<file path="src/rtl/cordiv_ctrl.sv">
// ============================================================================
//  Module      : cordiv_ctrl
//  Description : Sequencer for one stochastic division on a CORDIV unit.
//                Builds correlated operand streams from one shared LFSR and
//                counts the quotient ones into a binary result.
//  Revision    : 1.0 - initial release
// ============================================================================
`default_nettype none

module cordiv_ctrl #(
    parameter int               WIDTH   = 8,
    parameter int               SRDEPTH = 2,
    parameter int               SELW    = $clog2(SRDEPTH),
    parameter logic [WIDTH-1:0] SEED    = 8'h01,
    parameter logic [15:0]      SSEED   = 16'hACE1
) (
    input  logic             clk,
    input  logic             rst,
    input  logic             start,
    input  logic [WIDTH-1:0] dividend_val,
    input  logic [WIDTH-1:0] divisor_val,
    output logic             busy,
    output logic             done,
    output logic [WIDTH-1:0] result,
    output logic             err,
    output logic             div_clr,
    output logic             div_en,
    output logic             div_dividend,
    output logic             div_divisor,
    output logic [SELW-1:0]  div_sel,
    input  logic             div_quotient
);

    typedef enum logic [1:0] {
        S_IDLE = 2'd0,
        S_RUN  = 2'd1,
        S_DONE = 2'd2
    } state_t;

    // Feedback masks for a right-shifting Fibonacci LFSR: bit (WIDTH-e) for each
    // polynomial exponent e, so the x^WIDTH term lands on bit 0.
    function automatic logic [31:0] op_taps(input int w);
        case (w)
            3, 4, 6, 7, 15: op_taps = 32'h0000_0003;
            5:              op_taps = 32'h0000_0005;
            9:              op_taps = 32'h0000_0011;
            10:             op_taps = 32'h0000_0009;
            11:             op_taps = 32'h0000_0005;
            12:             op_taps = 32'h0000_0941;
            13:             op_taps = 32'h0000_1601;
            14:             op_taps = 32'h0000_2A01;
            16:             op_taps = 32'h0000_100B;
            default:        op_taps = 32'h0000_001D;
        endcase
    endfunction

    localparam logic [31:0]      c_OP_TAPS_FULL = op_taps(WIDTH);
    localparam logic [WIDTH-1:0] c_OP_TAPS      = c_OP_TAPS_FULL[WIDTH-1:0];
    localparam logic [15:0]      c_SEL_TAPS     = 16'h002D;
    localparam logic [WIDTH-1:0] c_LAST_CYC     = {{(WIDTH-1){1'b1}}, 1'b0};
    localparam logic [WIDTH-1:0] c_ONE          = {{(WIDTH-1){1'b0}}, 1'b1};

    state_t           state_q, state_d;
    logic [WIDTH-1:0] dividend_q, dividend_d;
    logic [WIDTH-1:0] divisor_q, divisor_d;
    logic [WIDTH-1:0] lfsr_q, lfsr_d;
    logic [15:0]      sel_lfsr_q, sel_lfsr_d;
    logic [WIDTH-1:0] cyc_q, cyc_d;
    logic [WIDTH-1:0] count_q, count_d;
    logic [WIDTH-1:0] result_q, result_d;
    logic             busy_q, busy_d;
    logic             done_q, done_d;
    logic             err_q, err_d;
    logic             clr_q, clr_d;
    logic             en_q, en_d;

    logic [WIDTH:0]   w_sum;
    logic [WIDTH-1:0] w_count_sat;

    assign w_sum       = {1'b0, count_q} + {{WIDTH{1'b0}}, div_quotient};
    assign w_count_sat = w_sum[WIDTH] ? {WIDTH{1'b1}} : w_sum[WIDTH-1:0];

    always_comb begin
        state_d    = state_q;
        dividend_d = dividend_q;
        divisor_d  = divisor_q;
        lfsr_d     = lfsr_q;
        sel_lfsr_d = sel_lfsr_q;
        cyc_d      = cyc_q;
        count_d    = count_q;
        result_d   = result_q;
        busy_d     = busy_q;
        err_d      = err_q;
        en_d       = en_q;
        done_d     = 1'b0;
        clr_d      = 1'b0;

        case (state_q)
            S_IDLE: begin
                if (start) begin
                    dividend_d = dividend_val;
                    divisor_d  = divisor_val;
                    clr_d      = 1'b1;
                    lfsr_d     = SEED;
                    sel_lfsr_d = SSEED;
                    count_d    = '0;
                    cyc_d      = '0;
                    result_d   = '0;
                    err_d      = 1'b0;
                    if (divisor_val == '0) begin
                        // Nothing to stream: report the error straight away.
                        state_d = S_DONE;
                        done_d  = 1'b1;
                        err_d   = 1'b1;
                    end else begin
                        state_d = S_RUN;
                        busy_d  = 1'b1;
                        en_d    = 1'b1;
                    end
                end
            end
            S_RUN: begin
                lfsr_d     = {^(lfsr_q & c_OP_TAPS), lfsr_q[WIDTH-1:1]};
                sel_lfsr_d = {^(sel_lfsr_q & c_SEL_TAPS), sel_lfsr_q[15:1]};
                count_d    = w_count_sat;
                cyc_d      = cyc_q + c_ONE;
                if (cyc_q == c_LAST_CYC) begin
                    state_d  = S_DONE;
                    busy_d   = 1'b0;
                    en_d     = 1'b0;
                    done_d   = 1'b1;
                    result_d = w_count_sat;
                    err_d    = 1'b0;
                end
            end
            S_DONE: begin
                state_d = S_IDLE;
            end
            default: begin
                state_d = S_IDLE;
                busy_d  = 1'b0;
                en_d    = 1'b0;
            end
        endcase
    end

    always_ff @(posedge clk) begin
        if (rst) begin
            state_q    <= S_IDLE;
            dividend_q <= '0;
            divisor_q  <= '0;
            lfsr_q     <= SEED;
            sel_lfsr_q <= SSEED;
            cyc_q      <= '0;
            count_q    <= '0;
            result_q   <= '0;
            busy_q     <= 1'b0;
            done_q     <= 1'b0;
            err_q      <= 1'b0;
            clr_q      <= 1'b0;
            en_q       <= 1'b0;
        end else begin
            state_q    <= state_d;
            dividend_q <= dividend_d;
            divisor_q  <= divisor_d;
            lfsr_q     <= lfsr_d;
            sel_lfsr_q <= sel_lfsr_d;
            cyc_q      <= cyc_d;
            count_q    <= count_d;
            result_q   <= result_d;
            busy_q     <= busy_d;
            done_q     <= done_d;
            err_q      <= err_d;
            clr_q      <= clr_d;
            en_q       <= en_d;
        end
    end

    // en_q is high exactly in RUN, so it gates the streams to zero elsewhere.
    assign div_dividend = en_q & (dividend_q >= lfsr_q);
    assign div_divisor  = en_q & (divisor_q >= lfsr_q);
    assign div_sel      = en_q ? sel_lfsr_q[SELW-1:0] : '0;

    assign busy    = busy_q;
    assign done    = done_q;
    assign result  = result_q;
    assign err     = err_q;
    assign div_clr = clr_q;
    assign div_en  = en_q;

endmodule

`default_nettype wire

</file>
<file path="config.mk">
export PLATFORM = sky130hd
export DESIGN_NAME = cordiv_ctrl
export DESIGN_NICKNAME = d
export VERILOG_FILES = /design/src/rtl/cordiv_ctrl.sv
export SDC_FILE = /design/constraint.sdc
export NUM_CORES = 1
export LEC_CHECK = 0
export ABC_AREA = 1
export CAP_MARGIN = 5
export CORE_MARGIN = 4
export CORE_UTILIZATION = 60
export DETAILED_ROUTE_END_ITERATION = 6
export PLACE_DENSITY = 0.84
export SYNTH_ARGS = -nofsm -noshare
export SYNTH_HDL_FRONTEND = slang
export SYNTH_SLANG_ARGS = --single-unit
export TNS_END_PERCENT = 30
</file>
<file path="constraint.sdc">
create_clock -name clk -period 2.45 [get_ports clk]
set_input_delay 0.245 -clock clk [delete_from_list [all_inputs] [get_ports clk]]
set_output_delay 0.245 -clock clk [all_outputs]
set_load 0.02 [all_outputs]
</file>
==> results.ini <==
[layout]
antenna_cells=0
nFillCells=406
instances_no_fill=515
syn2layout_area_growth_pct=17.6
regArea_mm2=0.00140
layout.nets=480
drive_above_1_share=0.0787
multi_input_area_mm2=0.00155
final_cell_mix=nand2_1, dfxtp_1, a21oi_1
final_cell_area_mm2=0.00377
final_common_cell=nand2_1

[place]
port_buffers=35
placedInstanceArea_mm2=0.00357
dp_cells=499
pre_cts_ws_ps=327
place.gp.congestion=0.851
hpwl_um=4910

[global_route]
first_global_vias=2582
grt_overflow=0
grt_first_pass_wirelength_um=11900
antenna_found_initial=0
grt_max_degree=37
grtUsageTotal=0.235

[worst_setup_path]
cp_data_arrival_time_ps=2050
cpPeakStageDelay_ps=360
critPathBufInv=3
cp_cell_sequence=inv_1 > ha_1 > nand2_1 > nor2_1 > nand4_1 > nand4_1 > nand2_1 > inv_1 > dlygate4sd2_1
crit_type=reg2out
end_kind=output pin
critPathRequiredTime_ps=2200
startpoint_type=flop
critical-path-top-delay-family=simple AND/OR/NAND/NOR gates
worstPathMaxFanout=3
crit_slowest_cell=dfxtp_1

[floorplanning]
die_x_um=81.1
fp.dieArea_mm2=0.00658
rows=26
coreArea_mm2=0.00514
initial_core_util=0.624
ios=36
die_y_um=81.1

[power_and_ir_drop]
power_frac_comb=0.152
p_clk_frac=0.367
ir_worst_vdd_v=0.000485
switchingPower_mw=0.742
seqPwrFrac=0.481
p_int_mw=1.84
p_leak_nw=1.51
swShare=0.288
powerDensity_mw_per_mm2=684

[timing]
worst_slack_ps=154
report.final.slew_viol_count=0
worstMarginPinSlew_ps=408
timing.fmax_mhz=436
hold_viol_final=0
tns_ps=0
fin_worst_skew_ps=7.89
min_period_ps=2300
grt_setup_unrepaired=no
report.final.setup_viol=0
min_period_over_period=0.937
slew_headroom=0.728

[logic_synthesis]
synth_top_area_share=0.437
ys_seq_elements=70
ys_seq_area_frac=0.437
yosysTopAreaCell=dfxtp_1
ys_types=34
syn_inst=406
yosys_warnings=0
synthesis.area_mm2=0.00321
synth_nets=446
avgSynthCellArea_um2=7.90
yosys-top-cells-area=dfxtp_1, nand2_1, a21oi_1, ha_1, inv_1

[drt]
drc=0
via_count=2770
via_per_inst=5.38
drtIter0Drc=211
drt-pass1-iter-count=4
ant_nets=0
detail_route.wl_per_cell_um=13.9
routed_wl_um=7150

[cts]
clk_latency_ps=350
cts-htree-levels=3
cts_tree=done
cts.sinks=70
postCtsSetupRepairBufs=0
clk_pin_slew_ps=80
cts_made_buffers=9
cts-root-buf=clkbuf_8
post_cts_resized=2
clockBufferDepth=2
ctsHoldBuffers=0

[flow_run]
drv_cap=0

[min_path]
hp-class=reg2reg

[outcome]
status=complete, no violations

[registers in the layout, indices dropped and copies added, names as in the netlist]
register	flops
count_q	8
cyc_q	8
div_clr	1
div_en	1
dividend_q	8
divisor_q	8
done	1
err	1
lfsr_q	8
result	8
sel_lfsr_q	16
state_q	2
[tightest hold or removal path: stages, from the launching register on]
cell,delay (ps)
dfxtp_1,330
nand2_1,50
nand3_1,50
[final cells by class]
| class | instances | share of cell area |
|---|---|---|
| Clock buffer | 9 | 0.0328 |
| Timing Repair Buffer | 39 | 0.100 |
| Inverter | 39 | 0.0395 |
| Clock inverter | 7 | 0.0212 |
| Tap cell | 70 | 0.0232 |
| Multi-Input combinational cell | 281 | 0.411 |
| Sequential cell | 70 | 0.372 |
[through the flow]
stage          utilization  total power [mW]  hold slack, ps
2_1_floorplan            -              1.53             358
3_3_place_gp         0.694              1.64             444
3_5_place_dp         0.694              1.66             445
4_1_cts              0.734              2.59             465
5_1_grt              0.734              2.70             489
6_report             0.734              2.58             463
[logic make-up after synthesis]
kind of cell,count (synthesis),share of synthesized area
and+or+nand+nor,150,0.204
AOI/OAI and AO/OA,106,0.189
DFF,70,0.437
buffers and inverters,55,0.0788
adders and majority gates,20,0.0781
xor gates and xnor gates,5,0.0137
[per-layer routing]
metal,GRT usage,share of wire,up-vias
li1,-,-,1415
met1,0.303,0.45,1284
met2,0.382,0.48,58
met3,0.0565,0.049,13
met4,0.0828,0.017,0
met5,0,0,-
[power by group through the flow]
stage / combinational [mW] / sequential, mW / clock [mW]
detailed placement: 0.391 / 1.27 / 0
global placement: 0.375 / 1.27 / 0
global route: 0.438 / 1.25 / 1.01
floorplan: 0.259 / 1.27 / 0
finish: 0.392 / 1.24 / 0.947
CTS: 0.392 / 1.24 / 0.960
[Yosys cell counts (all sizes together)]
| cell type | number |
|---|---|
| nand2 | 102 |
| dfxtp | 70 |
| a21oi | 55 |
| inv | 38 |
| o21ai | 29 |
| nor2 | 26 |
| ha | 20 |
| a22o | 14 |
| nand3 | 14 |
| buf | 10 |
| clkbuf | 6 |
| nand4 | 4 |
| o211ai | 4 |
| xnor2 | 4 |
| nor3 | 2 |
| or2 | 2 |
| a211oi | 1 |
| a21boi | 1 |
| clkinv | 1 |
| o21bai | 1 |
| o221ai | 1 |
| xor2 | 1 |
[path summary, 6_finish.rpt]
kind	slack (ps)	end	start	cells after the start
setup / recovery	150	div_divisor	lfsr_q[7]	9
hold / removal	460	sel_lfsr_q[13]	sel_lfsr_q[13]	2
hold reg to reg	460	sel_lfsr_q[13]	sel_lfsr_q[13]	2
setup reg to reg	780	result[1]	count_q[0]	8
(Power assumes the default switching activity.)
